===== src/rtl/mdu_iter.sv =====
// mdu_iter: multi-cycle RV64M multiply/divide unit (shift-add multiply, restoring divide).
// Define MDU_FAST_MUL_EN to replace the iterative multiply with a single-cycle product.
module mdu_iter #(
  parameter int XLEN      = 64,
  parameter bit EARLY_OUT = 1'b1
) (
  input  logic            clk,
  input  logic            rst_n,
  input  logic            flush,
  input  logic            in_valid,
  output logic            in_ready,
  input  logic [2:0]      op,
  input  logic            op_w,
  input  logic [XLEN-1:0] src1,
  input  logic [XLEN-1:0] src2,
  output logic            out_valid,
  input  logic            out_ready,
  output logic [XLEN-1:0] out_data,
  output logic            busy
);
  localparam int CW = $clog2(XLEN) + 1;
  typedef enum logic [1:0] {IDLE, CALC, DONE} state_t;
  state_t state, state_nx;
  logic [CW-1:0] cnt;
  logic [XLEN-1:0] hi, lo, opnd;
  logic [2:0] op_q;
  logic w_q, neg_q, div0_q, ovf_q, ill_q;
  logic accept, sg1, sg2, n1, n2, is_div, ill, div0, ovf, fast, early, neg;
  logic [XLEN-1:0] x1, x2, m1, m2, min_in;
  logic [XLEN:0] sh, diff, sum;
  logic [XLEN-1:0] dhi, dlo, mhi, mlo, q, r, mres, dres, res, fin;
  logic [2*XLEN-1:0] prod, pres;
  assign in_ready  = state == IDLE;
  assign busy      = state != IDLE;
  assign out_valid = state == DONE;
  assign accept    = in_ready & in_valid & ~flush;
  always_comb begin
    is_div = op[2];
    sg1    = ~op[0] | (op == 3'b001);
    sg2    = sg1 & (op != 3'b010);
    x1     = op_w ? {{(XLEN-32){sg1 & src1[31]}}, src1[31:0]} : src1;
    x2     = op_w ? {{(XLEN-32){sg2 & src2[31]}}, src2[31:0]} : src2;
    n1     = sg1 & x1[XLEN-1];
    n2     = sg2 & x2[XLEN-1];
    m1     = n1 ? -x1 : x1;
    m2     = n2 ? -x2 : x2;
    min_in = op_w ? {{(XLEN-31){1'b1}}, 31'b0} : {1'b1, {(XLEN-1){1'b0}}};
    ill    = op_w & ~op[2] & (op[1:0] != 2'b00);
    div0   = is_div & (x2 == '0);
    ovf    = is_div & sg1 & (x1 == min_in) & (&x2);
`ifdef MDU_FAST_MUL_EN
    fast   = ~is_div;
`else
    fast   = 1'b0;
`endif
    early  = ill | fast | (EARLY_OUT & (div0 | ovf));
    neg    = n1 ^ (n2 & ~(is_div & op[1]));
  end
  // One restoring-divide step and one shift-add step share the hi/lo/opnd registers.
  always_comb begin
    sh   = {hi, lo[XLEN-1]};
    diff = sh - {1'b0, opnd};
    sum  = {1'b0, hi} + (lo[0] ? {1'b0, opnd} : '0);
    dhi  = diff[XLEN] ? sh[XLEN-1:0] : diff[XLEN-1:0];
    dlo  = {lo[XLEN-2:0], ~diff[XLEN]};
    mhi  = sum[XLEN:1];
    mlo  = {sum[0], lo[XLEN-1:1]};
  end
  always_comb begin
`ifdef MDU_FAST_MUL_EN
    prod = {{XLEN{1'b0}}, opnd} * {{XLEN{1'b0}}, lo};
`else
    prod = w_q ? {32'b0, hi, lo[XLEN-1:32]} : {hi, lo};
`endif
    pres = neg_q ? -prod : prod;
    mres = op_q[1:0] == 2'b00 ? pres[XLEN-1:0] : pres[2*XLEN-1:XLEN];
    q    = neg_q ? -lo : lo;
    r    = neg_q ? -hi : hi;
    dres = op_q[1] ? (div0_q ? opnd : ovf_q ? '0 : r)
                   : (div0_q ? '1 : ovf_q ? (w_q ? {{(XLEN-31){1'b1}}, 31'b0} : {1'b1, {(XLEN-1){1'b0}}}) : q);
    res  = ill_q ? '0 : op_q[2] ? dres : mres;
    fin  = w_q ? {{(XLEN-32){res[31]}}, res[31:0]} : res;
  end
  always_comb begin
    state_nx = flush ? IDLE :
               state == IDLE ? (in_valid ? CALC : IDLE) :
               state == CALC ? (cnt == '0 ? DONE : CALC) :
               out_ready ? IDLE : DONE;
  end
  always_ff @(posedge clk or negedge rst_n)
    if (!rst_n) state <= IDLE;
    else state <= state_nx;
  always_ff @(posedge clk or negedge rst_n)
    if (!rst_n) begin
      cnt      <= '0;
      hi       <= '0;
      lo       <= '0;
      opnd     <= '0;
      op_q     <= '0;
      w_q      <= 1'b0;
      neg_q    <= 1'b0;
      div0_q   <= 1'b0;
      ovf_q    <= 1'b0;
      ill_q    <= 1'b0;
      out_data <= '0;
    end else if (accept) begin
      cnt    <= early ? '0 : op_w ? CW'(32) : CW'(XLEN);
      hi     <= '0;
      lo     <= is_div ? (op_w ? {m1[31:0], {(XLEN-32){1'b0}}} : m1) : m2;
      opnd   <= is_div ? (div0 ? src1 : m2) : m1;
      op_q   <= op;
      w_q    <= op_w;
      neg_q  <= neg;
      div0_q <= div0;
      ovf_q  <= ovf;
      ill_q  <= ill;
    end else if (state == CALC) begin
      if (cnt != '0) begin
        cnt <= cnt - CW'(1);
        hi  <= op_q[2] ? dhi : mhi;
        lo  <= op_q[2] ? dlo : mlo;
      end else out_data <= fin;
    end
endmodule


===== config.mk =====
export PLATFORM = sky130hd
export DESIGN_NAME = mdu_iter
export DESIGN_NICKNAME = d
export VERILOG_FILES = /design/src/rtl/mdu_iter.sv
export SDC_FILE = /design/constraint.sdc
export NUM_CORES = 2
export LEC_CHECK = 0
export BUFFER_PORTS_ARGS = -buffer_cell sky130_fd_sc_hd__buf_2
export CORE_MARGIN = 4
export CORE_UTILIZATION = 38
export CTS_BUF_LIST = sky130_fd_sc_hd__clkbuf_4
export CTS_CLUSTER_DIAMETER = 200
export DETAILED_ROUTE_END_ITERATION = 10
export PLACE_DENSITY = 0.53
export SLEW_MARGIN = 25
export SYNTH_ARGS = -nofsm -noshare
export SYNTH_HDL_FRONTEND = slang
export SYNTH_SLANG_ARGS = --single-unit
export TNS_END_PERCENT = 10

===== constraint.sdc =====
create_clock -name clk -period 5.33 [get_ports clk]
set_clock_uncertainty 0.05 [all_clocks]
set_input_delay 0.533 -clock clk [delete_from_list [all_inputs] [get_ports clk]]
set_output_delay 0.533 -clock clk [all_outputs]
set_load 0.01 [all_outputs]

* After elaboration in Yosys (flattened, before gate mapping)
Index checks and enable logic that the tools add are counted.
** Storage, ports and cells
- Register bits :: 273
- Bits of input ports :: 137
- Output and inout bits :: 67
- Logic and storage cells :: 107
** Operators by class
- $add $sub $neg :: 8
- Equal/unequal tests :: 5
- Multiplexer cells :: 44
- Bitwise logic cells :: 26
- Reduce and logical (&&, ||, !) cells :: 12
** Operators with widths (number)
- 2-to-1 mux 64 bit :: 29
- 2-to-1 mux 128 bit :: 2
- negation 64 bit :: 4
- negation 128 bit :: 1
- 2-to-1 mux 63 bit :: 2
- adder 64 x 64 -> 65 bit :: 1
- subtractor 65 x 64 -> 65 bit :: 1
- equality test 64 bit :: 1
- logical NOT 64 bit :: 1
- AND reduction 64 bit :: 1
- 2-to-1 mux 7 bit :: 5
- bitwise AND 1 bit :: 15
- 2-to-1 mux 2 bit :: 5
- nonzero test 2 bit :: 4
- logical NOT 7 bit :: 1
- NOT 1 bit :: 7
- nonzero test 7 bit :: 1
- subtractor 7 x 1 -> 7 bit, second input constant :: 1
- logical NOT 2 bit :: 2
- equality test 3 x 1 -> 1 bit, second input constant :: 1
- != test 3 x 2 -> 1 bit, second input constant :: 1
- OR 1 bit :: 3
- AND reduction 3 bit :: 1
- equality test 2 x 1 -> 1 bit, second input constant :: 1
- other kinds (4) :: 4

* Longest topological paths before layout
- Word-level depth :: 11
- Mapped depth :: 21
- Mapped depth without buffers :: 15

* Least setup slack after synthesis
OpenSTA, ideal clock, no wires.
- Path type :: reg2reg
- From :: register w_q
- To :: register out_data[54]
- Library setup time :: 0.140 ns
- Arrival time :: 4.375 ns
- Required time :: 5.140 ns
- Slack :: 0.765 ns
- Cell stages (with the launch flop) :: 21
- Buffers on the path :: 9
- Period minus slack after synthesis :: 4.565 ns
- Cells stage by stage :: dfrtp_1 > buf_6 > buf_8 > buf_6 > buf_2 > buf_2 > buf_2 > buf_2 > buf_2 > buf_1 > mux2i_1 > ha_1 > nand2_1 > nor3_2 > nand4_1 > nor4_1 > nand2_1 > o21ai_0 > a21oi_1 > o311ai_0 > o22ai_1
** Between the ends
- Word-level cells in the longest chain between the ends :: 7
- Elaborated cells between the ends (all ways) :: 11
- Classes of those cells :: 1 x add/sub; 10 x mux
** RTL lines
- from (decl) :: line 27 : logic w_q, neg_q, div0_q, ovf_q, ill_q;
- from (signal assigned) :: line 112 : w_q <= op_w;
- 2-to-1 mux 128 bit or 2-to-1 mux 63 bit (tied branches) :: line 73, 80
- negation 128 bit or 2-to-1 mux 64 bit (tied branches) :: line 75, 80
- 2-to-1 mux 128 bit or 2-to-1 mux 64 bit (tied branches) :: line 75, 80
- 2-to-1 mux 64 bit, on equally long branches :: line 76, 79
- 2-to-1 mux 64 bit (2 in series) :: line 81 : res = ill_q ? '0 : op_q[2] ? dres : mres;
- 2-to-1 mux 64 bit (*) :: line 82 : fin = w_q ? {{(XLEN-32){res[31]}}, res[31:0]} : res;
- to (signal assigned) :: line 122 : end else out_data <= fin;
- to (decl) :: line 18 : output logic [XLEN-1:0] out_data,
Every way passes the cells marked *; elsewhere a longest branch is shown, timed or not.
A chain may end at the register's enable or synchronous reset.

* Worst setup path after layout
- From :: register lo[0]
- To :: register hi[56]
** Between the ends
- Word-level cells in the longest chain between the ends :: 6
** RTL lines
- from (decl) :: line 25 : logic [XLEN-1:0] hi, lo, opnd;
- from (signal assigned) :: line 109 : lo <= is_div ? (op_w ? {m1[31:0], {(XLEN-32){1'b0}}} : m1) : m2;
- from (signal assigned) :: line 121 : lo <= op_q[2] ? dlo : mlo;
- 2-to-1 mux 64 bit :: line 63 : sum = {1'b0, hi} + (lo[0] ? {1'b0, opnd} : '0);
- adder 64 x 64 -> 65 bit :: line 63
- 2-to-1 mux 64 bit :: line 120 : hi <= op_q[2] ? dhi : mhi;
- 2-to-1 mux 64 bit :: line 118 : if (cnt != '0) begin
- 2-to-1 mux 64 bit :: line 117 : end else if (state == CALC) begin
- 2-to-1 mux 64 bit :: line 106 : end else if (accept) begin
- to (signal assigned) :: line 120
- to (decl) :: line 25
Every way passes these cells. The select of a mux whose other input is x is not followed.

==> results.ini <==
[outcome]
outcome = complete, no violations

[drt]
drtPass1Iterations = 9
wl_per_cell_um = 33.33
first_iter_violations = 5684
wirelength_mm = 221.7
via_count = 43655
post_drt_via_cell_ratio = 6.564
top_layer_used = met5
drc_errors = 0
dr_wl_met3_mm = 21.46
wl_met1_mm = 85.62
wl_met2_mm = 93.36
antenna_left = 0

[sta]
slew_violations = 0
fin_crit_sh_pct = 92.49
grt_setup_unrepaired = false
worst_pin_slew_ps = 1108
finalSetupViolations = 0
slew_headroom_pct = 26.08
hold_ws_ps = 67.22
tns_ps = 0
period_minus_slack_ps = 4930
hold_viol = 0
setup_slack_ps = 400.4
fmax_ghz = 0.2029

[power_and_ir_drop]
power.leakage_nw = 16.90
vdd_drop_max_uv = 249.3
power_density_nw_per_um2 = 637.0

[synth]
synth_edf_count = 0
syn_nets = 5399
syn_area_um2 = 36450
syn_inst = 5124
synth_area_leaders = dfrtp_1 19%, o21ai_0 7.1%, a21oi_1 6.4%
synthArstFlopShare_pct = 100.0
synth_top_cell_by_area = dfrtp_1
syn_area_per_cell_um2 = 7.113
synth_cell_type_count = 109
synth_top_flop_cell = dfrtp_1
ys_seq_elements = 273
ys_seq_area_share_pct = 18.74
synth_top_area_share_pct = 18.74
yosys_warnings = 0

[worst_setup_path]
cp-startpoint = lo[0]
worstSetupEndpoint = hi[56]
r2r_cells = 16
critical_path_class = register to register
required_ps = 6120
regToRegEndpoint = hi[56]
end_kind = register
reg2reg_slack_ps = 400
cp_max_fo = 31
arrival_ps = 5720
reg2reg_from = lo[0]
worst_setup_path_start_kind = register

[global_route]
grt_max_degree = 117
track_usage_pct = 41.90
antenna_found_initial = 16
grt_pass1_wl_mm = 311.0
grt_pass1_vias = 41227
gr-total-overflow = 0

[floorplanning]
row_count = 113
die_w_um = 317.7
dieHeight_um = 317.7
coreArea_um2 = 95010
dieArea_um2 = 100900
initial_core_util_pct = 38.36
pin_count = 204

[job]
max_cap_violations = 0

[cells_and_area]
fin_nets = 5577
area_growth_pct = 13.20
drive_above_1_share_pct = 14.42

[placement]
place.gp.congestion = 1.127
hpwl_mm = 174.9
io_buffers = 203
post-place-ws_ps = 544.9

[clock_network]
cts_resized = 0
cts_root_buffer = clkbuf_4
clkSlewWorstSetupHoldPaths_ps = 60
insertion_delay_ps = 980
cts_inserted_buffers = 89
cts_tree = done
cts_buffer_depth = 3
cts.sinks = 273
cts_max_level = 3

[hold_path]
hp-class = primary input to register

[power breakdown]
group,internal [W],switching (W)
Sequential,0.00289,0.00162
Combinational,0.00641,0.0129
Clock,0.00128,0.00119
Total,0.0106,0.0157
[cells in the final DEF (no fill, tap or decap), types with 93 or more instances in the layout]
| cell type | Yosys | layout |
|---|---|---|
| buf_2 | 28 | 201 |
| xor2_1 | 219 | 219 |
| nand2_1 | 505 | 502 |
| dfrtp_1 | 273 | 268 |
| xnor2_1 | 220 | 220 |
| o21ai_0 | 516 | 516 |
| inv_1 | 123 | 123 |
| clkbuf_4 | 0 | 131 |
| mux2i_1 | 173 | 173 |
| nor2_1 | 495 | 488 |
| nor3_1 | 126 | 126 |
| buf_4 | 1 | 275 |
| ha_1 | 136 | 136 |
| a21oi_1 | 464 | 464 |
| nand3_1 | 108 | 107 |
| o211ai_1 | 93 | 93 |
[critical path, cell delays in order (launching register included)]
cell and delay, ps:
dfrtp_1 500, inv_2 520, nor2_1 150, ha_1 400, inv_1 70, o311a_1 410
nor3b_1 650, o21a_1 260, a31oi_1 250, o311ai_0 400, buf_4 190, nand3_1 70
o21ai_0 200, buf_4 200, o22ai_1 110, xnor2_1 250, a22oi_1 100
[through the flow]
step | power [W] | instance area, um2 | utilization [%] | cells
global placement | 0.02303 | 39710 | 41.80 | 6448
detailed placement | 0.02289 | 39720 | 41.81 | 6448
floorplan | 0.01514 | 36450 | - | 5124
finish | 0.02628 | 41260 | 43.43 | 6651
global route | 0.02738 | 41240 | 43.41 | 6643
CTS | 0.02549 | 41200 | 43.36 | 6640
[cells in the mapped netlist, drive strengths merged, types with 9 or more instances]
library cell,number
a221oi,27
ha,136
nand4,68
or4,50
a211oi,46
nor2b,36
a31oi,63
or2,25
a21oi,464
xor2,219
and3,28
a41oi,15
buf,78
nor3b,38
nor3,130
nor2,496
o22ai,27
o41ai,30
nand2b,37
nand3b,9
a22o,12
a21o,85
clkbuf,351
xnor2,220
o21ai,530
mux2i,175
mux2,35
o21a,26
or3,54
or3b,19
o2111ai,12
a32oi,10
dfrtp,273
inv,126
o31ai,90
nand3,109
a21boi,10
o21bai,23
o211ai,94
and2,32
a22oi,45
nor4,57
o221ai,87
nand2,505
a221o,14
[layer usage]
metal / vias to the layer above / global-route usage (%)
met5: - / 0
met4: 4 / 32.95
met3: 707 / 9.775
met2: 2735 / 62.58
met1: 20903 / 51.88
li1: 19306 / -
[timing repair]
| action | in CTS | in global routing |
|---|---|---|
| hold endpoints to repair | 116 | 0 |
| setup buffers | 0 | 0 |
| hold buffers | 27 | 0 |
[flip-flops by register name (all words and copies together) (netlist names), 2 cells and up]
signal    count
out_data     64
cnt           7
hi           64
opnd         64
state         2
op_q          3
lo           64
[area by class of cell]
| class | instances | area [um2] |
|---|---|---|
| tap | 1265 | 1583 |
| antenna | 10 | 25.02 |
| inverter | 128 | 480.5 |
| clock buffer | 131 | 983.4 |
| multi-input combinational | 4294 | 27520 |
| timing repair buffer | 516 | 3603 |
| sequential | 273 | 6845 |
| fill | 10162 | 53750 |
| clock inverter | 34 | 224.0 |
[cell families after synthesis]
family	after synthesis	share of synthesized area, %
AOI/OAI and AO/OA	1785	30.91
xor gates and xnor gates	439	10.55
adders and majority gates	138	4.779
buffers and inverters	557	6.021
DFF	273	18.74
muxes	210	5.932
and+or+nand+nor	1722	23.07
[worst min path at each step]
stage | startpoint | to | slack, ps | cells past startpoint
detailed placement | out_data[31] | out_data[31] | 410 | 2
CTS | src2[30] | lo[30] | 4 | 4
floorplan | rst_n | cnt[0] | 190 | 0
global placement | out_data[31] | out_data[31] | 410 | 2
finish | src2[30] | lo[30] | 70 | 4
global route | src2[30] | lo[30] | 60 | 4
No activity file was read; power rests on OpenSTA's default activity.
